<file path="src/rtl/turn_pkg.sv">
// Shared definitions for the turn-signal input conditioner.
//   chan_state_e            : per-button debounce state (2-bit encoding)
//   DEFAULT_DEBOUNCE_CYCLES : stable-cycle count for a board clock of ~50-100 MHz
package turn_pkg;

  typedef enum logic [1:0] {
    IDLE      = 2'd0,
    PRESS_CHK = 2'd1,
    HELD      = 2'd2,
    REL_CHK   = 2'd3
  } chan_state_e;

  localparam int DEFAULT_DEBOUNCE_CYCLES = 1000000;

endpackage

</file>
<file path="src/rtl/btn_debounce.sv">
// One button channel: synchronizer, press/release debounce FSM and counter.
// Ports:
//   clk     in  system clock
//   rst     in  synchronous active-high reset
//   btn_i   in  raw asynchronous button level
//   press_o out one-cycle pulse when a press is accepted (registered)
//   held_o  out debounced button level (high in HELD and REL_CHK)
module btn_debounce
  import turn_pkg::*;
#(
  parameter int SYNC_STAGES     = 2,
  parameter int DEBOUNCE_CYCLES = DEFAULT_DEBOUNCE_CYCLES
) (
  input  logic clk,
  input  logic rst,
  input  logic btn_i,
  output logic press_o,
  output logic held_o
);

  localparam int                CNT_W   = $clog2(DEBOUNCE_CYCLES + 1);
  localparam logic [CNT_W-1:0] CNT_MAX = CNT_W'(DEBOUNCE_CYCLES);
  localparam logic [CNT_W-1:0] CNT_ONE = CNT_W'(1);

  logic [SYNC_STAGES-1:0] sync_q;
  logic                   s_x;

  chan_state_e      state_q, state_d;
  logic [CNT_W-1:0] cnt_q, cnt_d;
  logic             press_q, press_d;

  // Only the last synchronizer stage is safe to use; earlier stages may be metastable.
  assign s_x = sync_q[SYNC_STAGES-1];

  always_comb begin
    // NOTE: every combinational output gets a default first so no path infers a latch.
    state_d = state_q;
    cnt_d   = cnt_q;
    press_d = 1'b0;
    case (state_q)
      IDLE: begin
        if (s_x) begin
          state_d = PRESS_CHK;
          cnt_d   = CNT_ONE;
        end
      end
      PRESS_CHK: begin
        if (!s_x) begin
          state_d = IDLE;
        end else if (cnt_q == CNT_MAX) begin
          state_d = HELD;
          press_d = 1'b1;
        end else begin
          cnt_d = cnt_q + CNT_ONE;
        end
      end
      HELD: begin
        if (!s_x) begin
          state_d = REL_CHK;
          cnt_d   = CNT_ONE;
        end
      end
      REL_CHK: begin
        // Returning high here is a release glitch, not a new press.
        if (s_x) begin
          state_d = HELD;
        end else if (cnt_q == CNT_MAX) begin
          state_d = IDLE;
        end else begin
          cnt_d = cnt_q + CNT_ONE;
        end
      end
      default: state_d = IDLE;
    endcase
  end

  // NOTE: state flops use non-blocking assignments so all of them update together at the edge.
  always_ff @(posedge clk) begin
    if (rst) begin
      sync_q  <= '0;
      state_q <= IDLE;
      cnt_q   <= '0;
      press_q <= 1'b0;
    end else begin
      sync_q  <= {sync_q[SYNC_STAGES-2:0], btn_i};
      state_q <= state_d;
      cnt_q   <= cnt_d;
      press_q <= press_d;
    end
  end

  assign press_o = press_q;
  assign held_o  = (state_q == HELD) || (state_q == REL_CHK);

endmodule

</file>
<file path="src/rtl/turn_input_conditioner.sv">
// Conditions the left/right turn buttons for the tail-light FSM: debounces each
// button and holds an accepted press as a pending request until `tick` consumes it.
// Ports:
//   clk     in  system clock
//   rst     in  synchronous active-high reset
//   btn_l   in  raw left button (async)
//   btn_r   in  raw right button (async)
//   tick    in  one-cycle consume strobe from the FSM clock divider
//   l, r    out pending left/right requests (registered)
//   hazard  out both requests pending
//   l_held  out debounced left level (registered)
//   r_held  out debounced right level (registered)
module turn_input_conditioner
  import turn_pkg::*;
#(
  parameter int SYNC_STAGES     = 2,
  parameter int DEBOUNCE_CYCLES = DEFAULT_DEBOUNCE_CYCLES
) (
  input  logic clk,
  input  logic rst,
  input  logic btn_l,
  input  logic btn_r,
  input  logic tick,
  output logic l,
  output logic r,
  output logic hazard,
  output logic l_held,
  output logic r_held
);

  logic press_l, press_r;
  logic held_l, held_r;
  logic l_q, l_d, r_q, r_d;
  logic l_held_q, r_held_q;

  btn_debounce #(
    .SYNC_STAGES    (SYNC_STAGES),
    .DEBOUNCE_CYCLES(DEBOUNCE_CYCLES)
  ) u_left (
    .clk    (clk),
    .rst    (rst),
    .btn_i  (btn_l),
    .press_o(press_l),
    .held_o (held_l)
  );

  btn_debounce #(
    .SYNC_STAGES    (SYNC_STAGES),
    .DEBOUNCE_CYCLES(DEBOUNCE_CYCLES)
  ) u_right (
    .clk    (clk),
    .rst    (rst),
    .btn_i  (btn_r),
    .press_o(press_r),
    .held_o (held_r)
  );

  // A press wins over a simultaneous tick so the new request is never lost.
  always_comb begin
    l_d = l_q;
    r_d = r_q;
    if (press_l)   l_d = 1'b1;
    else if (tick) l_d = 1'b0;
    if (press_r)   r_d = 1'b1;
    else if (tick) r_d = 1'b0;
  end

  always_ff @(posedge clk) begin
    if (rst) begin
      l_q      <= 1'b0;
      r_q      <= 1'b0;
      l_held_q <= 1'b0;
      r_held_q <= 1'b0;
    end else begin
      l_q      <= l_d;
      r_q      <= r_d;
      l_held_q <= held_l;
      r_held_q <= held_r;
    end
  end

  assign l      = l_q;
  assign r      = r_q;
  assign hazard = l_q & r_q;
  assign l_held = l_held_q;
  assign r_held = r_held_q;

endmodule

</file>
<file path="config.mk">
export PLATFORM = sky130hd
export DESIGN_NAME = turn_input_conditioner
export DESIGN_NICKNAME = d
export VERILOG_FILES = /design/src/rtl/turn_pkg.sv /design/src/rtl/btn_debounce.sv /design/src/rtl/turn_input_conditioner.sv
export SDC_FILE = /design/constraint.sdc
export NUM_CORES = 1
export LEC_CHECK = 0
export ABC_AREA = 0
export CORE_MARGIN = 2
export CORE_UTILIZATION = 50
export CTS_CLUSTER_SIZE = 14
export DETAILED_ROUTE_END_ITERATION = 10
export PLACE_DENSITY = 0.8
export SYNTH_ARGS = -nofsm -noshare
export SYNTH_HDL_FRONTEND = slang
export SYNTH_SLANG_ARGS = --single-unit
export TNS_END_PERCENT = 100
</file>
<file path="constraint.sdc">
create_clock -name clk -period 5 [get_ports clk]
set_input_delay 1 -clock clk [delete_from_list [all_inputs] [get_ports clk]]
set_output_delay 1 -clock clk [all_outputs]
set_load 0.05 [all_outputs]
</file>
== Word level (Yosys, flattened, before mapping) ==
Index checks and enable logic that the tools add are counted.

* Register bits after elaboration: 54
* Input bits: 5
* Output and inout bits: 5
* Word-level logic and storage cells: 82

* $add $sub $neg: 2
* Equal/unequal tests: 20
* Mux-type cells: 31
* Bitwise operators: 5
* Reduce and logical (&&, ||, !) cells: 12

{| class="wikitable"
|+ Operators with widths
! kind !! number
|-
| $mux W20 || 10
|-
| $pmux W20 S4 || 2
|-
| $add A20 B1 Y20 const B || 2
|-
| $eq A20 B20 Y1 const B || 2
|-
| $mux W2 || 12
|-
| $pmux W2 S4 || 2
|-
| $reduce_and A4 Y1 || 4
|-
| $eq A2 B2 Y1 const B || 4
|-
| $ne A2 B1 Y1 const B || 4
|-
| $ne A2 B2 Y1 const B || 4
|-
| $ne A3 B1 Y1 const B || 2
|-
| $ne A3 B3 Y1 const B || 2
|-
| $reduce_or A3 Y1 || 2
|-
| $mux W1 || 5
|-
| $eq A2 B1 Y1 const B || 2
|-
| $logic_not A2 Y1 || 2
|-
| $not A1 Y1 || 4
|-
| $reduce_bool A2 Y1 || 2
|-
| $logic_or A1 B1 Y1 || 2
|-
| $and A1 B1 Y1 || 1
|}

== Longest topological paths before layout ==
* Depth in word-level cells: 4
* Mapped depth: 7
* Mapped depth without buffers: 7

== Cells and area by module ==
A second synthesis with hierarchy kept.

* Cell total of the unflattened synthesis: 299
* Area, all modules: 2593.7 µm²

{| class="wikitable"
|+ Modules (own cells, without submodules)
! module !! times used !! cells each !! area each (µm²) !! seq. area each (µm²)
|-
| btn_debounce || 2 || 143 || 1232.4 || 500.5
|-
| turn_input_conditioner || 1 || 13 || 128.9 || 80.1
|}

== Least setup slack after synthesis ==
Ideal clock, no wire load.

* Path type: register -> output
* Start: register l_q, in the netlist l
* End: output port hazard
* Data arrival time: 1.128 ns
* Required time: 4.000 ns
* Setup slack: 2.872 ns
* Stages on the path, launching flop included: 2
* Buffers on the path: 0
* Cells stage by stage: dfxtp_1 -> and2_1

* Longest elaborated chain between the ends: 1

{| class="wikitable"
|+ Ends and longest elaborated chain
! item !! RTL line !! text
|-
| start, declared || turn_input_conditioner.sv:33 || <nowiki>logic l_q, l_d, r_q, r_d;</nowiki>
|-
| start signal, assigned || turn_input_conditioner.sv:75 || <nowiki>l_q <= l_d;</nowiki>
|-
| $and A1 B1 Y1 || turn_input_conditioner.sv:84 || <nowiki>assign hazard = l_q & r_q;</nowiki>
|-
| end, declared || turn_input_conditioner.sv:26 || <nowiki>output logic hazard,</nowiki>
|}

Every way passes these cells.

== Worst setup path in the final report ==
Ends and elaborated chain as after synthesis.

==> flow_summary.yaml <==
run_status:
  status: "finished, final reports clean"
global_route:
  antenna_found_initial: 0
  grt_max_degree: 22
  grt_pass1_vias: 1737
  grt_pass1_wl_um: 7700
  grt_usage_pct: 18.0
  overflow: 0
final_layout:
  drive_above_1_share_pct: 6.87
  seqCellArea_um2: 1080
  multi_input_area_um2: 1350
  antenna_cells: 0
  fill_cells: 411
  nNetsFinal: 299
  area.growth.synth_to_final_pct: 10.1
cts:
  post_cts_buffers: 0
  insertion_delay_ns: 0.30
  cts_made_buffers: 5
  h-tree-depth: 2
  cts_tree: "yes"
  cts_resized: 0
  clockRootBuffer: "clkbuf_8"
  clock_path_buffers: 2
  hold_buffers: 0
  path_clk_slew_ns: 0.09
  cts.sinks: 54
setup_path:
  r2r_end: "u_right.cnt_q[2]$_SDFFE_PP0P_"
  cp_top_family: "buffers and inverters"
  path_cells: "and2_1 > clkdlybuf4s50_1"
  end_kind: "output port"
  path_class: "register to output port"
  reg2reg_depth: 7
  crit_fanout: 3
  required_ns: 4.00
  critPathArrivalTime_ns: 1.61
  r2r_slack_ns: 3.03
  start_kind: "register"
  crit_path_start: "l$_SDFFE_PP0P_"
  r2r_start: "u_right.cnt_q[0]$_SDFFE_PP0P_"
  critPathSlowestCell: "clkdlybuf4s50_1"
  path_buf_inv: 1
  critPathMaxStageDelay_ns: 0.79
detailed_routing:
  num_vias: 1922
  met2_length_um: 2060
  postRouteAntennaNets: 0
  wirelength_met1_um: 2300
  avgRoutedWirePerCell_um: 12.7
  detail_route.iter0.violations: 114
  drc_errors: 0
  vias_per_cell: 5.37
  wl_met3_um: 149
  drt_wl_total_um: 4550
  top_layer: "met4"
  first_pass_iters: 4
timing:
  fin_crit_ns: 2.61
  fin_worst_skew_ns: 0.00454
  slew_violations: 0
  finalSetupTns_ns: 0
  max_freq_mhz: 383
  final-setup-viol-count: 0
  tightest_slew_ns: 0.729
  holdWs_ns: 0.458
  rsz0062_at_grt: "no"
  relSlewSlack_pct: 51.3
  hold_viol_final: 0
  finalCritPeriodShare_pct: 52.2
synthesis:
  synthCells: 281
  syn_area_um2: 2500
  yosysWarnings: 0
  async_reset_ff_share_pct: 0
  synth_cell_type_count: 44
  synth_ff_type: "dfxtp_1"
  synth-edff-count: 0
  ys_ff_latch: 54
  seq_area_frac_synth_pct: 43.2
  avgSynthCellArea_um2: 8.90
  syn_nets: 290
placed_design:
  routabilityCongestion: 0.823
  port_buffers: 9
  hpwl_um: 3090
die:
  io_pins: 10
  fp.coreArea_um2: 4790
  fp.dieH_um: 74.7
  die_w_um: 74.7
  floorplan.initialDensity_pct: 52.3
  die_area_um2: 5580
  std_cell_rows: 25
hold_path:
  hold_class: "register to register"
  worst_hold_startpoint: "u_left.sync_q[0]$_SDFF_PP0_"
  whs_endpoint: "u_left.sync_q[1]$_SDFF_PP0_"
  hold_depth: 1
power_and_ir_drop:
  peakVddDrop_mv: 0.184
  p_leak_nw: 0.974
  powerDensity_nw_per_um2: 271
job:
  drv_cap: 0
## registers in the layout (all words and copies together), names as in the netlist, named ones only
| signal | count |
|---|---|
| u_right.press_o | 1 |
| l | 1 |
| u_right.state_q | 1 |
| r_held | 1 |
| u_right.sync_q | 2 |
| u_left.sync_q | 2 |
| l_held | 1 |
| u_left.cnt_q | 20 |
| u_left.state_q | 1 |
| u_right.cnt_q | 20 |
| u_left.press_o | 1 |
| r | 1 |
## synth_stat cells (2+ instances only)
library cell	n	share of area (%)
a21oi_1	11	2.2
o21ai_0	4	0.80
or3_1	2	0.50
nor4bb_1	4	1.6
mux2_2	2	0.90
xnor2_1	8	2.8
xor2_1	25	8.8
clkbuf_1	3	0.45
nor4_1	5	1.3
nand2_1	19	2.9
nand3_1	18	3.6
and4_1	4	1.4
mux2i_1	2	0.80
ha_1	4	2.0
nor2_2	2	0.50
nor2b_1	6	1.5
and3_1	5	1.3
a21o_1	2	0.60
and2_1	2	0.50
dfxtp_1	54	43
buf_2	4	0.80
nand4b_1	2	0.70
inv_1	10	1.5
nor2_1	46	6.9
nand4_1	14	3.5
nor3_1	4	0.80
and4b_1	2	0.80
## worst register-to-register path: stages, from the launching register on
cell and delay [ns]:
dfxtp_1 0.37, inv_1 0.09, ha_1 0.15, nor4bb_1 0.27
nand4_1 0.22, nor3_4 0.40, nor2_1 0.08, mux2_2 0.27
## report_power, final
part           switching [mW]  total (mW)  internal [mW]
logic                  0.0139      0.0218        0.00789
registers             0.00292       0.435          0.433
clock network           0.139       0.289          0.149
## kinds of logic after synthesis
family | Yosys count | share of synthesized area (%)
AOI/OAI and AO/OA | 23 | 5.50
xor gates and xnor gates | 35 | 12.9
adders and majority gates | 4 | 2.00
buffers and inverters | 17 | 2.75
DFF | 54 | 43.2
muxes | 4 | 1.70
and+or+nand+nor | 144 | 32.0
## how the worst max path moves through the flow
stage,cells past startpoint,end
after floorplan,1,hazard
after global placement,4,u_right.cnt_q[2]$_SDFFE_PP0P_
after detailed placement,4,u_right.cnt_q[2]$_SDFFE_PP0P_
after CTS,2,hazard
after global routing,4,u_right.cnt_q[2]$_SDFFE_PP0P_
final,2,hazard
## routing by layer
layer / global-route usage (%) / vias to the layer above
li1: - / 995
met1: 24.7 / 896
met2: 27.9 / 27
met3: 4.02 / 4
met4: 6.55 / 0
met5: 0 / -
## per-stage QoR
step | instances | utilization (%) | total power [mW] | area, um2 | worst slack [ns]
floorplan | 281 | - | 0.461 | 2500 | 2.87
global placement | 350 | 55.2 | 0.467 | 2640 | 2.13
detailed placement | 350 | 55.2 | 0.467 | 2640 | 2.09
CTS | 358 | 57.5 | 0.752 | 2750 | 2.37
global route | 358 | 57.5 | 0.772 | 2750 | 2.30
finish | 358 | 57.5 | 0.746 | 2750 | 2.39
## final cells by class
class                   count  share of cell area, %
clock buffers               6                   2.64
clock inverters             2                   1.36
inverters                  10                   1.36
multi-input cells         210                   49.1
flip-flops and latches     54                   39.3
well taps                  67                   3.04
repair buffers              9                   3.27
## cells in the final DEF (no fill, tap or decap), types with 4 or more instances in the layout
cell,netlist,final
xnor2_1,8,8
clkdlybuf4s50_1,0,9
nor4bb_1,4,4
xor2_1,25,25
and4_1,4,4
o21ai_0,4,4
nand3_1,18,18
a21oi_1,11,11
nor2b_1,6,6
nor4_1,5,5
nor2_1,46,46
clkbuf_8,0,5
inv_1,10,10
nor3_1,4,4
dfxtp_1,54,54
ha_1,4,4
nand2_1,19,19
and3_1,5,5
nand4_1,14,14
(Power assumes the default switching activity.)
